<file path="config.mk">
export PLATFORM = sky130hd
export DESIGN_NAME = counter_seq_ctrl
export DESIGN_NICKNAME = d
export VERILOG_FILES = /design/src/rtl/counter_seq_ctrl.sv
export SDC_FILE = /design/constraint.sdc
export NUM_CORES = 1
export LEC_CHECK = 0
export ABC_AREA = 0
export CAP_MARGIN = 30
export CORE_UTILIZATION = 47
export DETAILED_ROUTE_END_ITERATION = 12
export PLACE_DENSITY = 0.67
export SLEW_MARGIN = 10
export SYNTH_ARGS = -nofsm -noshare
export SYNTH_HDL_FRONTEND = slang
export SYNTH_SLANG_ARGS = --single-unit
</file>
<file path="constraint.sdc">
create_clock -name clk -period 3.8 [get_ports clk]
set_input_delay 1.14 -clock clk [delete_from_list [all_inputs] [get_ports clk]]
set_output_delay 1.14 -clock clk [all_outputs]
set_load 0.005 [all_outputs]
</file>
<file path="src/rtl/counter_seq_ctrl.sv">
// counter_seq_ctrl: run/stop/step sequencer for the mod-MOD counter datapath.
// Accepts commands over valid/ready and divides clk into count ticks. It
// drives registered enable/load/clear pulses and watches the counter value
// to handle the terminal count.
module counter_seq_ctrl #(
    parameter int MOD       = 12,
    parameter int PRESC_DIV = 12000000,
    parameter int PRESC_W   = 24
) (
    input  logic       clk,
    input  logic       reset,
    input  logic       cmd_valid,
    output logic       cmd_ready,
    input  logic [2:0] cmd_op,
    input  logic [3:0] cmd_data,
    input  logic [3:0] count,
    output logic       cnt_en,
    output logic       cnt_up,
    output logic       cnt_load,
    output logic [3:0] load_val,
    output logic       cnt_clr,
    output logic [1:0] state,
    output logic       done,
    output logic       cmd_err
);

    localparam logic [1:0] ST_STOPPED  = 2'd0;
    localparam logic [1:0] ST_RUNNING  = 2'd1;
    localparam logic [1:0] ST_STEPPING = 2'd2;
    localparam logic [1:0] ST_HALT_TC  = 2'd3;

    localparam logic [2:0] OP_RUN      = 3'd1;
    localparam logic [2:0] OP_STOP     = 3'd2;
    localparam logic [2:0] OP_STEP     = 3'd3;
    localparam logic [2:0] OP_LOAD     = 3'd4;
    localparam logic [2:0] OP_CLEAR    = 3'd5;
    localparam logic [2:0] OP_SET_DIR  = 3'd6;
    localparam logic [2:0] OP_SET_MODE = 3'd7;

    localparam logic [PRESC_W-1:0] PRESC_LAST = PRESC_W'(PRESC_DIV - 1);
    localparam logic [3:0]         CNT_MAX    = 4'(MOD - 1);
    localparam logic [4:0]         MOD_V      = 5'(MOD);

    logic [1:0]         state_q, state_d;
    logic [PRESC_W-1:0] presc_q, presc_d;
    logic               cnt_up_q, cnt_up_d;
    logic               oneshot_q, oneshot_d;
    // Set when RUN leaves HALT_TC: the next tick must step through the wrap
    // instead of halting again on the same terminal value.
    logic               pass_tc_q, pass_tc_d;
    logic               cnt_en_q, cnt_en_d;
    logic               cnt_load_q, cnt_load_d;
    logic [3:0]         load_val_q, load_val_d;
    logic               cnt_clr_q, cnt_clr_d;
    logic               done_q, done_d;
    logic               cmd_err_q, cmd_err_d;

    logic accept;
    logic at_tc;
    logic tick;

    assign cmd_ready = (state_q != ST_STEPPING);
    assign state     = state_q;
    assign cnt_up    = cnt_up_q;
    assign cnt_en    = cnt_en_q;
    assign cnt_load  = cnt_load_q;
    assign load_val  = load_val_q;
    assign cnt_clr   = cnt_clr_q;
    assign done      = done_q;
    assign cmd_err   = cmd_err_q;

    // Next-state decision: stepping first, then an accepted command, then the tick.
    always_comb begin
        accept     = cmd_valid && cmd_ready;
        at_tc      = cnt_up_q ? (count == CNT_MAX) : (count == 4'd0);
        tick       = (state_q == ST_RUNNING) && (presc_q == PRESC_LAST);

        state_d    = state_q;
        presc_d    = presc_q;
        cnt_up_d   = cnt_up_q;
        oneshot_d  = oneshot_q;
        pass_tc_d  = pass_tc_q;
        cnt_en_d   = 1'b0;
        cnt_load_d = 1'b0;
        load_val_d = load_val_q;
        cnt_clr_d  = 1'b0;
        done_d     = 1'b0;
        cmd_err_d  = 1'b0;

        if (state_q == ST_RUNNING) begin
            presc_d = tick ? '0 : presc_q + 1'b1;
        end

        if (state_q == ST_STEPPING) begin
            // Manual step ignores the terminal count, so it wraps in one-shot too.
            cnt_en_d = 1'b1;
            state_d  = ST_STOPPED;
        end else if (accept) begin
            // Any accepted command takes precedence over a coincident tick.
            case (cmd_op)
                OP_RUN: begin
                    if (state_q != ST_RUNNING) begin
                        pass_tc_d = (state_q == ST_HALT_TC);
                        state_d   = ST_RUNNING;
                        presc_d   = '0;
                    end
                end
                OP_STOP: begin
                    if (state_q != ST_STOPPED) begin
                        state_d   = ST_STOPPED;
                        presc_d   = '0;
                        pass_tc_d = 1'b0;
                    end
                end
                OP_STEP: begin
                    if (state_q != ST_RUNNING) begin
                        state_d   = ST_STEPPING;
                        pass_tc_d = 1'b0;
                    end
                end
                OP_LOAD: begin
                    if ({1'b0, cmd_data} < MOD_V) begin
                        cnt_load_d = 1'b1;
                        load_val_d = cmd_data;
                        presc_d    = '0;
                        pass_tc_d  = 1'b0;
                    end else begin
                        cmd_err_d  = 1'b1;
                    end
                    if (state_q == ST_HALT_TC) begin
                        state_d = ST_STOPPED;
                    end
                end
                OP_CLEAR: begin
                    cnt_clr_d = 1'b1;
                    presc_d   = '0;
                    pass_tc_d = 1'b0;
                    if (state_q == ST_HALT_TC) begin
                        state_d = ST_STOPPED;
                    end
                end
                OP_SET_DIR:  cnt_up_d  = cmd_data[0];
                OP_SET_MODE: oneshot_d = cmd_data[0];
                default: ;
            endcase
        end else if (tick) begin
            if (oneshot_q && at_tc && !pass_tc_q) begin
                state_d = ST_HALT_TC;
                done_d  = 1'b1;
            end else begin
                cnt_en_d = 1'b1;
            end
            pass_tc_d = 1'b0;
        end
    end

    // Register all state and outputs; reset aborts any pending pulse.
    always_ff @(posedge clk or posedge reset) begin
        if (reset) begin
            state_q    <= ST_STOPPED;
            presc_q    <= '0;
            cnt_up_q   <= 1'b1;
            oneshot_q  <= 1'b0;
            pass_tc_q  <= 1'b0;
            cnt_en_q   <= 1'b0;
            cnt_load_q <= 1'b0;
            load_val_q <= 4'd0;
            cnt_clr_q  <= 1'b0;
            done_q     <= 1'b0;
            cmd_err_q  <= 1'b0;
        end else begin
            state_q    <= state_d;
            presc_q    <= presc_d;
            cnt_up_q   <= cnt_up_d;
            oneshot_q  <= oneshot_d;
            pass_tc_q  <= pass_tc_d;
            cnt_en_q   <= cnt_en_d;
            cnt_load_q <= cnt_load_d;
            load_val_q <= load_val_d;
            cnt_clr_q  <= cnt_clr_d;
            done_q     <= done_d;
            cmd_err_q  <= cmd_err_d;
        end
    end

endmodule

</file>
; Word level (Yosys, flattened, before mapping)
; Cells that the tools add are included.
[classes]
n_addsub = 1
magnitude_cmp = 1
n_eq_ne = 24
n_mux = 44
n_bitwise = 1
reduce_logical = 16
[op_table]
columns = operator, n
row1 = $mux 24, 7
row2 = $pmux 24 s4, 1
row3 = $mux 1, 26
row4 = $add 24x1->24 const B, 1
row5 = $eq 24x24->1 const B, 1
row6 = $mux 2, 8
row7 = $reduce_and 7->1, 2
row8 = $eq 3x3->1 const B, 4
row9 = $ne 3x3->1 const B, 4
row10 = $ne 4x4->1 const B, 3
row11 = $pmux 2 s4, 1
row12 = $eq 3x2->1 const B, 2
row13 = $ne 6x1->1 const B, 1
row14 = $ne 6x2->1 const B, 1
row15 = $reduce_and 3->1, 2
row16 = $reduce_bool 3->1, 2
row17 = $pmux 1 s5, 1
row18 = $eq 2x2->1 const B, 2
row19 = $eq 4x4->1 const B, 1
row20 = $logic_and 1x1->1, 4
row21 = $logic_not 4->1, 1
row22 = $lt 4x4->1 const B, 1
row23 = $ne 4x2->1 const B, 1
row24 = $reduce_and 4->1, 1
row25 = other kinds (8), 9
[word_totals]
reg_bits = 38
input_bits = 14
elab_cells = 98

; Longest topological paths before layout
; Gate-level depths: netlist (run 1).
[depth]
ltp_word = 8
ltp_mapped = 7

; Worst setup path before layout (run 1)
; Ideal clock, no wire load.
[synth_path]
path_type = input-to-reg
start = input cmd_valid
end = register load_val_q[0] (netlist: load_val[0])
setup_ns = 0.125
arrival_time_ns = 2.288
required_time_ns = 3.675
path_slack_ns = 1.387
path_stages = 5
path_cell_list = clkbuf_1 > and2_1 > nand3_1 > a21oi_1 > mux2_2
[synth_between]
elab_chain_len = 2
[synth_lines]
columns = element, line
row1 = from (decl), 12  ; input logic cmd_valid,
row2 = $logic_and 1x1->1, 74  ; accept = cmd_valid && cmd_ready;
row3 = $reduce_and 4->1 (no source line), -
row4 = to (signal assigned), 179  ; load_val_q <= load_val_d;
row5 = to (decl), 53  ; logic [3:0] load_val_q, load_val_d;
; Every way passes these cells.
; A chain may end at the register's enable or synchronous reset.

; Worst setup path after layout (run 1)
[layout_path]
start = register state_q[0] (netlist: state[0])
end = output cmd_ready
[layout_between]
elab_chain_len = 1
[layout_lines]
columns = element, line
row1 = from (decl), 44  ; logic [1:0] state_q, state_d;
row2 = from (signal assigned), 172  ; state_q <= state_d;
row3 = $ne 2x2->1, 62  ; assign cmd_ready = (state_q != ST_STEPPING);
row4 = to (decl), 13  ; output logic cmd_ready,
; Every way passes these cells.

==> results of run 1 <==
## worst max path at each step
stage	start	end	slack [ns]	cells past startpoint
2_1_floorplan	cmd_valid	load_val[0]	1.39	5
3_3_place_gp	cmd_valid	load_val[0]	0.80	5
3_5_place_dp	cmd_valid	load_val[0]	0.79	5
4_1_cts	state[0]	cmd_ready	0.95	2
5_1_grt	state[0]	cmd_ready	0.85	2
6_report	state[0]	cmd_ready	0.95	2
## cells in the mapped netlist, drive strengths merged, types with 5 or more instances
library cell / n
a21oi: 9
clkbuf: 5
dfrtp: 37
mux2: 7
nand2: 16
nand3: 10
nand4: 12
nor2: 36
nor3: 5
nor4: 7
xnor2: 11
xor2: 10
## area by class of cell
class,instances,area [µm²]
clock inverter,2,10.0
multi-input combinational,170,1090
inverter,4,15.0
fill,402,1850
timing repair buffer,28,275
clock buffer,5,68.8
sequential,38,952
tap,52,65.1
## cells in the final DEF (no fill, tap or decap), drive strengths merged, types with 3 or more instances in the layout
| master | count |
|---|---|
| nand2b | 4 |
| inv | 4 |
| and3 | 3 |
| xor2 | 10 |
| xnor2 | 11 |
| nor2 | 36 |
| nor3 | 5 |
| mux2 | 7 |
| and2 | 3 |
| nand3 | 10 |
| dfrtp | 37 |
| nand4 | 12 |
| nand2 | 16 |
| or4 | 4 |
| clkdlybuf4s50 | 26 |
| nor4 | 7 |
| clkbuf | 5 |
| o21ai | 3 |
| a21oi | 9 |
| and4 | 4 |
## kinds of logic (layout without fill, tap and decap cells)
kind of cell             count (synthesis)  after routing
AND/OR/NAND/NOR                        116            116
multiplexers                             8              8
buffers and inverters                   13             39
XOR/XNOR                                21             21
flip-flops                              38             38
adder cells (fa/ha/maj)                  2              2
AO/OA/AOI/OAI                           23             23
## worst max-delay path, delay by kind of cell (launching register included)
family | cells | cell delay, ns
DFF | 1 | 0.60
buffers and inverters | 1 | 0.54
and+or+nand+nor | 1 | 0.28
## layer usage
metal	global-route usage [%]	up-vias	wire, µm
met5	0	-	0
li1	-	841	-
met4	6.12	0	55
met2	28.5	35	1950
met1	28.5	796	2160
met3	4.09	5	177
## per-stage QoR
stage	util, %	setup slack [ns]
4_1_cts	57.3	0.954
3_3_place_gp	55.5	0.805
2_1_floorplan	-	1.39
5_1_grt	57.3	0.851
3_5_place_dp	55.5	0.788
6_report	57.3	0.947
## flip-flops by register name, indices dropped and copies added (netlist names)
register / flops
cnt_en: 1
load_val: 4
cnt_up: 1
cmd_err: 1
oneshot_q: 1
done: 1
cnt_clr: 1
state: 2
presc_q: 24
pass_tc_q: 1
cnt_load: 1
## power by group
| group | switching, mW | leakage (nW) | internal, mW | total [mW] |
|---|---|---|---|---|
| clock | 0.135 | 0.0438 | 0.123 | 0.258 |
| combinational | 0.125 | 0.465 | 0.159 | 0.284 |
| sequential | 0.0700 | 0.508 | 0.462 | 0.532 |
==> out/summary.md, run 1 <==
Measured along the y axis, the die boundary spans 69.0 µm. The simple-gate share of the synthesized area is 30.3%. Worst hold-check slack: 0.496 ns.

The maximum number of pins on one net before global-route repair is 39. TritonCTS built the clock tree. For this block, the routed nets add up to 4340 µm of wire. After floorplanning, the core was divided into 24 placement rows.

Post-CTS setup buffer count: 0. Via count of the first global-routing pass: 1566. STA puts the critical path data required time at 2.66 ns. Counting flops with a built-in enable in the synthesized netlist gives 0.

The run gives 0.00650 ns as the final setup skew. Across the run, the number of max-cap violations was 0. For the worst setup path, the data arrival time is 1.71 ns. Summing the sequential cell areas from Yosys gives 45.1% of the chip area.

For the worst-skew pair, the clock arrives at the later sink with an insertion delay of 0.29 ns. The commonest register cell after synthesis was sky130_fd_sc_hd__dfrtp_1. Worst stage delay on the critical path: 0.60 ns.

Critical path startpoint category: a register. The endpoint class of the critical path is an output port. In the synthesized netlist, the number of instances is 221. The run gives 0 as the number of resized instances in the post-cts repair step.

The total number of vias came out at 1677. The logs give 0.351 GHz for the highest clock rate and 0 ns for the setup TNS. The warning count from the yosys run came out at 0. The kind of path behind the tightest hold check is register to register.

For the worst ir drop on vdd, the log shows 334 µV. After detailed routing, the number of remaining DRC violations is 0. The run gives 0 as the total count of hold-check failures in the final report. For this configuration, the core starts out at a cell density of 48.8%. The die area was 0.00476 mm²; the placed standard-cell area was 0.00240 mm².

The DRC marker count from the first detailed-route iteration was 145; the share of synthesized registers carrying an async set or reset was 100%. Summing the areas of all compound-gate instances in the mapped netlist gives 7.29% of the synthesized area. The critical path goes through nand2b_1, clkdlybuf4s50_1. At the pin with the least slew margin, the transition time is 0.746 ns. Detailed placement ended at an HPWL of 3050 µm. Dividing the detail-routed wire length by the instance count gives 14.5 µm. Routability-driven placement finished with a final weighted congestion of 0.778. The startpoint-to-endpoint class of the critical path was register to output port.

Summing the areas of all xor and xnor instances in the mapped netlist gives 8.71% of the synthesized area. Global routing used 19.4% of the available tracks across all layers. For the number of max-slew violations in the final report, the log shows 0. 0 antenna diodes ended up in the layout.

The net total in the final layout is 263, and the shortest clock period the worst path allows after layout is 2.85 ns. The mapped netlist covers 0.00211 mm². The number of synthesized register bits was 38; the wire length of the first global-routing pass was 7430 µm. In this run the most critical hold path is launched from load_val[2]. The design draws 1.07 mW. The total overflow left after global routing is 0. The number of cells on the worst hold path is 1, and the final cell area excluding filler cells is 0.00248 mm². The slack of the worst reg-to-reg path is 1.59 ns, and the initial antenna violation count is 0. The detail route stage leaves a number of antenna-violating nets equal to 0. Synthesis produced a netlist with a net count of 237. For the number of detailed-route iterations in the first pass, the log shows 4.

In this run the static leakage power is 1.02 nW. Counting cells, the worst reg-to-reg path comes to 6. Post-synthesis share of cell area spent on full adders, half adders and majority gates: 1.19%.

The critical-path maximum fanout came out at 13. The layout overhead on the synthesized area is 17.4%. In this run the critical register-to-register path is launched from presc_q[8]. The relative slew slack came out at 49.8%. In the synthesized netlist, mux cells make up 4.21% of the area. Clock tree root buffer cell: sky130_fd_sc_hd__clkbuf_8. The per-cell via count in the routed design was 5.61; the area fraction of the dominant cell type after synthesis was 43.9%. The part of the cycle the worst path needs is 75.1%, and the maximum buffer depth of the clock tree is 2. The critical register-to-register path endpoint is presc_q[3].

The areal power density over the cells came out at 434 mW/mm². The run gives 0.00432 mm² as the core region area. In the final layout, the share of cells above drive strength 1 is 11.7%. After detailed placement, the design holds a cell count of 292.

The tools report the post-synthesis cell type count as 48. For this design, the slowest cell found on the critical path is sky130_fd_sc_hd__dfrtp_1. Setup repair after global routing left no endpoint under its margin.

Count of boundary I/O pins: 27. Sink of the worst hold path: load_val[2]. The H-tree was split into 2 levels.

The flow ran to the end, and the final reports show no timing, DRC or antenna violations. Once layout is complete, the cells apart from fillers number 299. The CTS buffer count came out at 5. The final-report setup violation count came out at 0. Yosys attributes the largest share of cell area to sky130_fd_sc_hd__dfrtp_1 44%, sky130_fd_sc_hd__nor2_1 6.0%, sky130_fd_sc_hd__xnor2_1 4.6%. The count of hold-fix buffers inserted at cts came out at 0. Mean instance size in the synthesized netlist: 9.55 µm². The dominant combinational cell family by area after synthesis is simple AND/OR/NAND/NOR gates.

The count of buffers added on input and output ports is 26. The clock edge transition at the registers on the reported setup and hold paths was 0.07 ns; the die extent in x was 69.0 µm. sky130_fd_sc_hd__dfrtp_1 takes more of the synthesized area than any other cell.

The tree built by TritonCTS fans out to 38 sinks.
Note: power is estimated with default switching activity, not from simulation.
==> inputs of run 2 (changes only) <==
Settings changed: PLACE_DENSITY 0.67 to 0.69.
Clock period 3.8 ns to 2.45 ns, I/O delays scaled along.
==> run 2 against run 1 <==
  * Global-route usage is 1.2 points higher
  * Cell area is 5.4% higher
  * Total power is 72% higher
  * Via count is 4.9% higher
  * Sequential power is 53% higher
  * Combinational power is 76% higher
  * Critical path type unchanged
  * Largest cell class unchanged
  * Highest routed layer unchanged
==> out/summary.md, run 2 (synthesized netlist as in run 1, its figures left out) <==
The die extent in y works out to 69.0 µm (unchanged). The HPWL after detailed placement is 3370 µm (+11%). The run gives 2 (unchanged) as the maximum buffer depth of the clock tree. The logs give 0.838 (+7.7%) for the placer congestion estimate and 0 (unchanged) for the number of antenna cells inserted. The logs give 0.30 ns (about the same) for the clock insertion delay at the later pin of the skew report and 0 (unchanged) for the count of hold-fix buffers inserted at cts. The total wirelength of the detailed-routed design was 4550 µm (+5.1%); the logic depth of the worst path, buffers included was 2 (unchanged).

For the total count of hold-check failures in the final report, the log shows 0 (unchanged). The global routing met2 resource utilization is 36.2% (+7.8 points), and the count of cells along the worst register-to-register path is 6 (unchanged). The maximum number of pins on one net before global-route repair came out at 39 (unchanged). The smallest clock period supported by the final layout is computed as 2.34 ns.

The logs give 27 (unchanged) for the count of boundary I/O pins and 0 (unchanged) for the post-detailed-route DRC marker count. The DRC marker count from the first detailed-route iteration was 90 (-38%); the post-CTS setup buffer count was 0 (unchanged). The die area was 0.00476 mm² (unchanged); the per-cell via count in the routed design was 5.64 (+0.52%).

The relative slew slack is 57.6% (+7.8 points). The largest individual stage delay along the critical path comes from the cell sky130_fd_sc_hd__clkdlybuf4s50_1. The layout overhead on the synthesized area came out at 23.8%.

The overall power consumption was 1.84 mW (+72%); the wire length of the first global-routing pass was 7860 µm (+5.8%). The net total in the final layout was 275 (+4.6%). The run finished with clean final reports.

The initial antenna violation count is 0 (unchanged), and the data required time at the worst endpoint is 1.71 ns (-0.95 ns). The critical path goes through nand2b_1, clkdlybuf4s50_1. Number of buffers added on ports: 26 (unchanged).

The transition time at the pin with the least slew margin is 0.630 ns (-0.116 ns). The critical path in this run is classified as register to output port. The tools report the CTS buffer count as 5 (unchanged).

The library cell used most frequently in the layout, excluding fill and tap cells, is sky130_fd_sc_hd__dfrtp_1. The kind of path behind the tightest hold check is register to register. The run gives 304 (+4.1%) as the cell count after placement. The average wire length per cell after detail routing works out to 14.6 µm (+0.67%). TritonCTS built the clock tree.

Final cell utilization of the core: 60.4% (+3.1 points). The tools report the core region area as 0.00432 mm² (unchanged). The met1 routing resource usage after global routing was 24.2% (-4.3 points). The logs give 38 (unchanged) for the clock sink count and 0.39 ns (-1.20 ns) for the slack of the worst reg-to-reg path. The CTS H-tree depth came out at 2 (unchanged).

The max-cap check violation count is 0 (unchanged). Setup repair after global routing left no endpoint under its margin. The leakage power is 1.08 nW (+6.7%). The floorplan row count came out at 24 (unchanged). The clock edge transition at the registers on the reported setup and hold paths works out to 0.08 ns (about the same). The tools report the endpoint class of the critical path as an output port.

The met3 global-route usage was 3.51% (-0.58 points). The worst ir drop on vdd came out at 436 µV (+30%). The tools report the via count of the first global-routing pass as 1788 (+14%). The tools report the number of max-slew violations in the final report as 0 (unchanged).

The critical-path maximum fanout was 13 (unchanged). The run gives 312 (+4.3%) as the final standard cell count with taps included and fillers excluded. The cell sitting at the root of the clock tree is a sky130_fd_sc_hd__clkbuf_8. The worst-case setup margin in the final layout was 0.108 ns (-0.839 ns); the share of cells above drive strength 1 was 15.8% (+4.0 points). The global-route usage over all layers came out at 20.5% (+1.2 points). The tools report the starting density of the core as 48.8% (unchanged). Largest register by flop count: presc_q. The final setup skew came out at 0.00684 ns (+0.000337 ns).

Number of buffers and inverters on the critical path: 1 (unchanged). For the highest clock rate, the log shows 0.427 GHz. met2 is the most crowded layer. The final-report setup violation count is 0 (unchanged), and the number of cells on the worst hold path is 1 (unchanged).

The worst stage delay on the critical path is 0.54 ns (-0.06 ns), and the count of nets left with antenna violations after detail routing is 0 (unchanged). The flip-flop count of the largest register after layout was 24 (unchanged). The sum of overflow across all layers after global routing was 0 (unchanged). In this design, the largest share of critical-path delay is due to buffers and inverters. The worst setup path is launched from a register. The top cell types in the final layout, fill and taps aside, are 37 x sky130_fd_sc_hd__dfrtp_1, 34 x sky130_fd_sc_hd__nor2_1, 26 x sky130_fd_sc_hd__clkdlybuf4s50_1, 16 x sky130_fd_sc_hd__nand2_1, 13 x sky130_fd_sc_hd__buf_4. For the post-place setup slack, the log shows -0.0216 ns (-0.809 ns).

The part of the cycle the worst path needs is 95.6%. The number of resized instances in the post-cts repair step is 0 (unchanged), and the areal power density over the cells is 706 mW/mm² (+63%). The tools report the total number of vias as 1759 (+4.9%).

The number of detailed-route iterations in the first pass is 4 (unchanged), and the die extent in x is 69.0 µm (unchanged). Data arrival time of the worst path: 1.61 ns (-0.10 ns).
## run 2: changes by cell type in the layout (fill, tap and decap cells not counted)
cell                         change
sky130_fd_sc_hd__buf_12          +1
sky130_fd_sc_hd__buf_4          +11
sky130_fd_sc_hd__bufinv_16       +1
sky130_fd_sc_hd__clkbuf_1        +1
sky130_fd_sc_hd__clkinv_2        -2
sky130_fd_sc_hd__clkinvlp_4      +1
## run 2: worst reg2reg max path: cells and delay by family, from the launching register on
kind / cells / cell delay, ns
and+or+nand+nor: 4 / 1.17
DFF: 1 / 0.43
buffers and inverters: 1 / 0.18
AOI/OAI and AO/OA: 1 / 0.17
## run 2: layout make-up
| cell class | count | area [µm²] |
|---|---|---|
| timing repair buffer | 40 | 378 |
| sequential | 38 | 952 |
| clock buffer | 6 | 72.6 |
| fill | 390 | 1710 |
| clock inverter | 2 | 37.5 |
| tap | 52 | 65.1 |
| multi-input combinational | 170 | 1090 |
| inverter | 4 | 15.0 |
## run 2: path summary, 6_finish.rpt
kind / start / end
max in group asynchronous: reset / cnt_up
max: state[1] / cmd_ready
max reg2reg: presc_q[19] / presc_q[15]
min reg2reg: load_val[1] / load_val[1]
min in group asynchronous: reset / presc_q[13]
min: load_val[1] / load_val[1]
## run 2: metrics by stage
step	hold slack, ns	cell area [µm²]	setup TNS [ns]
2_1_floorplan	0.480	2110	0
3_3_place_gp	0.482	2500	0
3_5_place_dp	0.490	2500	-0.0216
4_1_cts	0.512	2610	0
5_1_grt	0.537	2610	0
6_report	0.510	2610	0
## run 2: per-layer routing
metal  part of all wire, %  vias to the layer above
met1                    45                      869
li1                      -                      863
met3                   2.3                        7
met2                    51                       20
met5                     0                        -
met4                   1.8                        0
## run 2: power by group
| group | switching, mW | total, mW | internal, mW |
|---|---|---|---|
| clock network | 0.228 | 0.532 | 0.304 |
| registers | 0.0959 | 0.813 | 0.717 |
| logic | 0.213 | 0.500 | 0.287 |
==> inputs of run 3 (changes only) <==
Settings changed: RECOVER_POWER set to 25, SLEW_MARGIN 10 to 20.
==> run 3 against run 2 <==
  * Via count stayed put
  * Setup slack stayed put
  * Sequential power hardly changed
  * Cell count stayed put
  * Die area stayed put
  * Clock power hardly changed
  * Critical path type unchanged
  * Largest cell class unchanged
  * Largest power group unchanged
==> out/summary.md, run 3 (synthesized netlist as in run 1, its figures left out) <==
The flow ran to the end, and the final reports show no timing, DRC or antenna violations. The worst setup path is captured at an output port. The post-CTS setup buffer count was 0 (unchanged); the count of boundary I/O pins was 27 (unchanged). The part of the cycle the worst path needs is 95.6% (unchanged). The final cell utilization of the core was 60.4% (about the same). The kind of path behind the tightest hold check is register to register. The top cell types in the final layout, fill and taps aside, are 37 x sky130_fd_sc_hd__dfrtp_1, 34 x sky130_fd_sc_hd__nor2_1, 25 x sky130_fd_sc_hd__clkdlybuf4s50_1, 16 x sky130_fd_sc_hd__nand2_1, 12 x sky130_fd_sc_hd__buf_4. The flip-flop count of the largest register after layout was 24 (unchanged); the total number of vias was 1759 (unchanged).

The DRC marker count from the first detailed-route iteration was 90 (unchanged); the switching part of the total power was 29.1% (about the same). The tools report the CTS H-tree depth as 2 (unchanged). The final standard cell count with taps included and fillers excluded was 312 (unchanged); the count of cells along the worst register-to-register path was 6 (unchanged). The share of power burned in combinational logic was 27.1% (about the same). For the starting density of the core, the log shows 48.8% (unchanged). The die extent in x is 69.0 µm (unchanged). The tools report the sum of overflow across all layers after global routing as 0 (unchanged). The signal on the critical path passes through nand2b_1, clkdlybuf4s50_1. The initial antenna violation count is 0 (unchanged). For hold timing, the worst endpoint is load_val[1]. Design internal power: 1.31 mW (about the same). For the highest clock rate, the log shows 0.427 GHz (unchanged). In this design, the largest share of critical-path delay is due to buffers and inverters. The core region area is 0.00432 mm² (unchanged). The logs give 0 (unchanged) for the count of hold-fix buffers inserted at cts and 24 (unchanged) for the floorplan row count.

The number of resized instances in the post-cts repair step is 0 (unchanged), and the average wire length per cell after detail routing is 14.6 µm (about the same). The tools report the clock insertion delay at the later pin of the skew report as 0.30 ns (about the same). The tools report the number of detailed-route iterations in the first pass as 4 (unchanged). TritonCTS built the clock tree. Count of nets left with antenna violations after detail routing: 0 (unchanged). In this run the worst setup path begins at state[1]. Net total in the final layout: 275 (unchanged). The areal power density over the cells was 706 mW/mm² (about the same); the die extent in y was 69.0 µm (unchanged). The tools report the maximum number of pins on one net before global-route repair as 39 (unchanged).

The CTS buffer count is 5 (unchanged). The run gives 0 (unchanged) as the max-cap check violation count. The number of buffers and inverters on the critical path was 1 (unchanged). The per-cell via count in the routed design is 5.64 (unchanged), and the number of max-slew violations in the final report is 0 (unchanged).

The tools report the total of fill cells in the finished design as 391 (+0.26%). For the number of antenna cells inserted, the log shows 0 (unchanged). The worst hold path begins at load_val[1].

For the global-route usage over all layers, the log shows 20.5% (unchanged). Setup repair after global routing left no endpoint under its margin. The number of buffers added on ports is 26 (unchanged), and the via count of the first global-routing pass is 1788 (unchanged). The total wirelength of the detailed-routed design is 4550 µm (about the same), and the die area is 0.00476 mm² (unchanged).

The leakage power came out at 1.08 nW (about the same). The tools report the source of the worst register-to-register timing path as presc_q[19]. The slack of the worst reg-to-reg path is 0.39 ns (about the same), and the worst ir drop on vdd is 436 µV (about the same). The cell count after placement came out at 304 (unchanged). The placer congestion estimate came out at 0.838 (unchanged). The worst stage delay on the critical path was 0.54 ns (about the same). The transition time at the pin with the least slew margin works out to 0.926 ns (+0.297 ns). The slowest stage of the critical path belongs to the cell sky130_fd_sc_hd__clkdlybuf4s50_1.

The logs give 0 (unchanged) for the post-detailed-route DRC marker count and 28.8% (about the same) for the fraction of power consumed by the clock network. The clock edge transition at the registers on the reported setup and hold paths came out at 0.08 ns (about the same). The data required time at the worst endpoint is 1.71 ns (about the same). The tools report the critical path startpoint category as a register. The run gives 38 (unchanged) as the clock sink count. The tools report the wire length of the first global-routing pass as 7860 µm (unchanged). The layout overhead on the synthesized area works out to 23.7% (about the same).

The logs give 44.1% (about the same) for the power share of the sequential group and 2 (unchanged) for the maximum buffer depth of the clock tree. The number of cells on the worst hold path came out at 1 (unchanged). The shortest clock period the worst path allows after layout is 2.34 ns (unchanged).

Leaving out fill and tap cells, the most frequent cell in the layout is sky130_fd_sc_hd__dfrtp_1. The HPWL after detailed placement was 3370 µm (unchanged); the total count of hold-check failures in the final report was 0 (unchanged). The tools report the final setup skew as 0.00684 ns (unchanged).

The critical-path maximum fanout came out at 13 (unchanged). The critical path in this run is classified as register to output port. The share of cells above drive strength 1 was 15.8% (unchanged); the final-report setup violation count was 0 (unchanged). The tools report the switching power summed over all nets as 537 µW (about the same). In this run the critical register-to-register path is captured at presc_q[15].

Largest register by flop count: presc_q. Overall power consumption: 1.84 mW (about the same). The cell sitting at the root of the clock tree is a sky130_fd_sc_hd__clkbuf_8. For the data arrival time of the worst path, the log shows 1.61 ns (about the same).

Relative slew slack: 38.2% (-19 points).
[run 3: per-stage QoR]
step           cell area (µm²)  TNS, ns  hold WS, ns  worst slack, ns
6_report                  2610        0        0.510            0.108
5_1_grt                   2610        0        0.537           0.0473
4_1_cts                   2610        0        0.512            0.103
3_5_place_dp              2500  -0.0216        0.490          -0.0216
3_3_place_gp              2500        0        0.482           0.0431
2_1_floorplan             2110        0        0.480            0.442
[run 3: final cells by class]
type / count / area, µm² / share of cell area (%)
well taps: 52 / 65.1 / 2.49
flip-flops and latches: 38 / 952 / 36.5
clock inverters: 2 / 37.5 / 1.44
repair buffers: 40 / 375 / 14.4
multi-input cells: 170 / 1090 / 41.9
inverters: 4 / 15.0 / 0.575
clock buffers: 6 / 72.6 / 2.78
[run 3: worst max path at each step]
stage / cells after the start / endpoint
detailed placement: 7 / state[1]
finish: 2 / cmd_ready
global route: 2 / cmd_ready
global placement: 7 / state[1]
CTS: 2 / cmd_ready
floorplan: 5 / load_val[0]
[run 3: per-layer routing]
| layer | vias to the layer above | track usage [%] | wire, µm |
|---|---|---|---|
| met4 | 0 | 9.30 | 82 |
| met2 | 20 | 36.2 | 2320 |
| met1 | 869 | 24.2 | 2050 |
| met5 | - | 0 | 0 |
| li1 | 863 | - | - |
| met3 | 7 | 3.51 | 104 |
[run 3: power by group through the flow]
stage               Sequential [mW]  Clock [mW]  Combinational, mW
floorplan                     0.792           0              0.292
global placement              0.821           0              0.499
detailed placement            0.824           0              0.497
CTS                           0.812       0.544              0.501
global route                  0.830       0.569              0.549
finish                        0.813       0.532              0.499
==> RTL change 1: new RTL, config.mk and constraints of run 1 <==
Reset style: synchronous (`reset`), changed in one clocked block.
--- a/src/rtl/counter_seq_ctrl.sv
+++ b/src/rtl/counter_seq_ctrl.sv
@@ -156,5 +156,5 @@
 
     // Register all state and outputs; reset aborts any pending pulse.
-    always_ff @(posedge clk or posedge reset) begin
+    always_ff @(posedge clk) begin
         if (reset) begin
             state_q    <= ST_STOPPED;
Function: differs if reset is asserted again (counterexample within 4 cycles, from zero or initial values and one cycle with reset high); with reset held inactive, the same outputs for 10 cycles.
==> RTL change 1 against run 1 <==
- setup slack better by 20 ps
- routed wire length shrank 10%
- critical endpoint is now state[1]
- final area is 4.7% lower
- synthesized area down 6.1%
- sequential share of layout area down 6.2 points
- final cell count decreased by 1.7%
- first-iteration DRC count down 19%
- sequential cell count is the same
Power is not compared: it rests on default switching activity, and its combinational part moved more than twofold at a synthesized area within 25%.
==> RTL change 1: results (changes against run 1) <==
| Metric | Value |
|---|---|
| Status | `complete, no violations` |
| Slowest-stage cell, CP | `or4_4` |
| Post-Route WL | `3.90 mm (-10%)` |
| # Post-CTS Setup Buffers | `0 (unchanged)` |
| Rel. slew slack | `0.550 (+0.0513)` |
| CP delay by family, top | `simple AND/OR/NAND/NOR gates` |
| Worst setup path endpoint | `state[1]` |
| Final Skew | `5.59 ps (-0.910 ps)` |
| DR iter-0 viols | `117 (-19%)` |
| Worst vdd ir | `235 µV` |
| Register with the most flip-flops | `presc_q` |
| Layout cells sized above 1 | `0.102 (-0.0149)` |
| Resized cells post-CTS | `0 (unchanged)` |
| Largest net degree at the start of global routing | `25 (-36%)` |
| R2r startpoint | `state[0]` |
| Worst R2R End | `presc_q[19]` |
| Clock transition at path regs | `70 ps (about the same)` |
| Synth Net Count | `231 (-2.5%)` |
| Vias | `1580 (-5.8%)` |
| Antenna Cells | `0 (unchanged)` |
| Gpl congestion | `0.873 (+12%)` |
| 1st-pass router iterations | `4 (unchanged)` |
| CTS H-tree depth | `2 (unchanged)` |
| Synth warnings | `0 (unchanged)` |
| Min-delay worst type | `reg -> reg` |
| Ys async rst share | `0 (-1.00)` |
| Critical path startpoint | `count[1]` |
| Final #Nets | `259 (-1.5%)` |
| Clock latency on the worst-skew pair | `290 ps (about the same)` |
| Vias in the first global route | `1421 (-9.3%)` |
| Synth cell count leaders | `nor2_1 (39), dfxtp_1 (38), nand2_1 (12), xnor2_1 (12)` |
| Critical Path Fanout Max | `2 (-11)` |
| Num CTS Buffers | `5 (unchanged)` |
| Sequential fraction of the synthesis area | `0.384 (-0.0673)` |
| Post-synth cell types | `50 (+4.2%)` |
| Leak | `0.858 nW` |
| GR Util All Layers | `0.193 (-0.000542)` |
| Port Buffers | `26 (unchanged)` |
| Placed Area | `2270 µm² (-5.4%)` |
| Most common cell after layout, fill and taps aside | `nor2_1` |
| Clock root cell | `clkbuf_8` |
| Data arrival time of the worst path | `3060 ps (+1350 ps)` |
| Max clock buf depth | `2 (unchanged)` |
| Antenna violations before repair | `0 (unchanged)` |
| FF-to-FF path depth | `5 (-1)` |
| Global-route wire length before repair | `6.52 mm (-12%)` |
| Reg2reg setup slack | `1630 ps (+40 ps)` |
| Main area contributors after synthesis | `dfxtp_1 (38%), nor2_1 (7.4%), xnor2_1 (5.3%), xor2_1 (4.9%), mux2i_1 (3.0%)` |
| Post-detail-place hpwl | `2.82 mm (-7.7%)` |
| Critical Path Max Stage Delay | `530 ps (-70 ps)` |
| Max reg flops | `24 (unchanged)` |
RTL change 1: cell count changes after synthesis, moves of 4 or more:
cell | run 1 | this run
nor2_1 | 34 | 39
a21oi_1 | 9 | 5
nand4_1 | 11 | 6
clkbuf_1 | 5 | 1
nand2_1 | 16 | 12
dfxtp_1 | 0 | 38
dfrtp_1 | 37 | 0
mux2_2 | 7 | 0
mux2i_1 | 1 | 6
and3_1 | 2 | 6
RTL change 1: cell type report:
cell class	instances	area, µm²
multi-input cells	164	1150
clock inverters	1	5.00
well taps	50	62.6
flip-flops and latches	38	761
clock buffers	7	86.3
inverters	8	32.5
fillers	360	1670
repair buffers	26	260
RTL change 1: cell families (layout without fill, tap and decap cells):
kind of cell,Yosys count,count (layout),synth area share
buffers and inverters,13,42,0.0341
AOI/OAI and AO/OA,19,19,0.0960
xor gates and xnor gates,23,23,0.102
DFF,38,38,0.384
adders and majority gates,2,2,0.0126
muxes,6,6,0.0303
and+or+nand+nor,114,114,0.342
RTL change 1: power by group:
group / internal (W) / switching (W) / leakage [nW]
registers: 0.000404 / 0.00000855 / 0.307
clock network: 0.000146 / 0.000141 / 0.0482
logic: 0.0000434 / 0.0000460 / 0.503
RTL change 1: worst register-to-register path, cell delays in order, from the launching register on:
cell and delay, ps:
dfxtp_1 540, nor2b_1 610, nand4_4 280, nor4_1 400, xnor2_1 160, nor2_1 50
RTL change 1: worst min-delay path by stage:
stage,startpoint,slack (ps),endpoint,depth (start not counted)
finish,load_val[3],490,load_val[3],2
CTS,load_val[2],500,load_val[2],2
detailed placement,oneshot_q,480,oneshot_q,2
floorplan,oneshot_q,460,oneshot_q,2
global route,load_val[3],530,load_val[3],2
global placement,load_val[0],480,load_val[0],2
RTL change 1: metrics by stage:
step	utilization	setup slack (ps)	instances
global placement	0.563	679	286
CTS	0.586	961	294
detailed placement	0.563	674	286
finish	0.586	967	294
floorplan	-	1240	215
global route	0.586	879	294
RTL change 1: layer usage:
metal / GRT usage / part of all wire
met5: 0 / 0
met4: 0.0559 / 0.013
met3: 0.0462 / 0.037
met2: 0.297 / 0.43
met1: 0.265 / 0.52
==> RTL change 2: new RTL, config.mk and constraints of run 1 <==
Made on the original files. Change the parameter `PRESC_W` from 24 to 20.
--- a/src/rtl/counter_seq_ctrl.sv
+++ b/src/rtl/counter_seq_ctrl.sv
@@ -6,5 +6,5 @@
     parameter int MOD       = 12,
     parameter int PRESC_DIV = 12000000,
-    parameter int PRESC_W   = 24
+    parameter int PRESC_W   = 20
 ) (
     input  logic       clk,
Function: same outputs for any inputs over 10 cycles, from zero or initial values and one cycle with reset high; that may be too few to reach the edited logic, so the function may still have changed.
==> RTL change 2 against run 1 <==
- critical path depth grew 4
- sequential cell count decreased by 4
- utilization increased by 2.2 points
- setup slack lost 170 ps
- total power decreased by 1.1%
- synthesized area is 5.4% lower
- final area fell by 3.2%
- maximum frequency shrank 5.8%
- routed wire length increased by 4.2%
- critical endpoint is now presc_q[16]
- highest routed layer unchanged
==> RTL change 2: results (changes against run 1) <==
| Metric | Value |
|---|---|
| Status | `complete, no violations` |
| Vias in the first global route | `1705 (+8.9%)` |
| Synth Net Count | `217 (-8.4%)` |
| Comb_multi_in | `148 (-13%)` |
| Gpl congestion | `0.820 (+5.4%)` |
| Buffers excl. clock | `30 (+7.1%)` |
| Layout clock area frac | `0.0459 (+0.0141)` |
| FF/Latch Area | `852 µm² (-11%)` |
| Non-clock buffering overhead in the final layout | `0.121 (+0.00990)` |
| Critical Path Max Stage Delay | `670 ps (+70 ps)` |
| Critical Path Fanout Max | `18 (+5)` |
| Post-detail-place hpwl | `3.18 mm (+4.1%)` |
| Data arrival time of the worst path | `3210 ps (+1500 ps)` |
| Global-route wire length before repair | `7.84 mm (+5.5%)` |
| # fillers | `344 (-14%)` |
| Largest net degree at the start of global routing | `35 (-10%)` |
| Multi-input gate area | `1050 µm² (-3.4%)` |
| CP delay by family, top | `buffers and inverters` |
| Worst Tran Pin Value | `588 ps (-158 ps)` |
| Layout cells sized above 1 | `0.118 (+0.00101)` |
| Clkbuf count | `8 (+3)` |
| Synth cell count leaders | `dfrtp_1 (33), nand4_1 (11), nor3_1 (11)` |
| Inverters | `8 (+4)` |
| Leak | `0.991 nW (-2.5%)` |
| DR iter-0 viols | `137 (-5.5%)` |
| Post-synth cell types | `55 (+15%)` |
| Main area contributors after synthesis | `dfrtp_1 (41%), xor2_1 (3.5%), nand4_1 (3.4%), a211oi_1 (3.0%), nor3_1 (2.8%)` |
| Final #Nets | `243 (-7.6%)` |
| GR Util All Layers | `0.233 (+0.0394)` |
| Cell row count | `23 (-4.2%)` |
| Post-Route WL | `4.52 mm (+4.2%)` |
-- RTL change 2: cell types whose count changed after synthesis, moves of 4 or more --
cell	delta
a211oi_1	+8
a21oi_1	-8
dfrtp_1	-4
inv_1	+4
nand2_1	-6
nor2_1	-24
nor3_1	+6
nor4_1	-4
o21ai_0	+8
o41ai_1	+4
or3_1	+8
xnor2_1	-8
-- RTL change 2: routing by layer --
layer  track usage  wire length (µm)  vias up
met5             0                 0        -
li1              -                 -      815
met2         0.389              2250       56
met3        0.0625               220        6
met1         0.295              1990      854
met4        0.0665                55        0
-- RTL change 2: cell families after synthesis --
group / Yosys count / share of synthesized area
buffers and inverters: 19 / 0.0451
adder cells (fa/ha/maj): 2 / 0.0125
multiplexers: 6 / 0.0326
AND/OR/NAND/NOR: 91 / 0.294
flip-flops: 34 / 0.427
XOR/XNOR: 11 / 0.0482
AO/OA/AOI/OAI: 38 / 0.140
-- RTL change 2: through the flow --
step                utilization  total power (W)  std cells
floorplan                     -         0.000639        201
global placement          0.568         0.000749        270
detailed placement        0.568         0.000756        270
CTS                       0.596          0.00107        278
global route              0.596          0.00113        278
finish                    0.596          0.00106        278
-- RTL change 2: worst paths after layout --
path	startpoint	to	slack (ps)
worst min-delay path	load_val[3]	load_val[3]	510
worst max register to register	presc_q[0]	presc_q[0]	1510
max in group asynchronous	reset	cnt_up	2220
worst max-delay path	cmd_op[0]	presc_q[16]	770
min in group asynchronous	reset	cnt_load	1250
worst min register to register	load_val[3]	load_val[3]	510
-- RTL change 2: power breakdown --
group	switching [W]	internal, W	leakage [nW]
clock	0.000129	0.000183	0.0575
combinational	0.000114	0.000150	0.479
sequential	0.0000714	0.000416	0.455
total	0.000314	0.000749	0.991
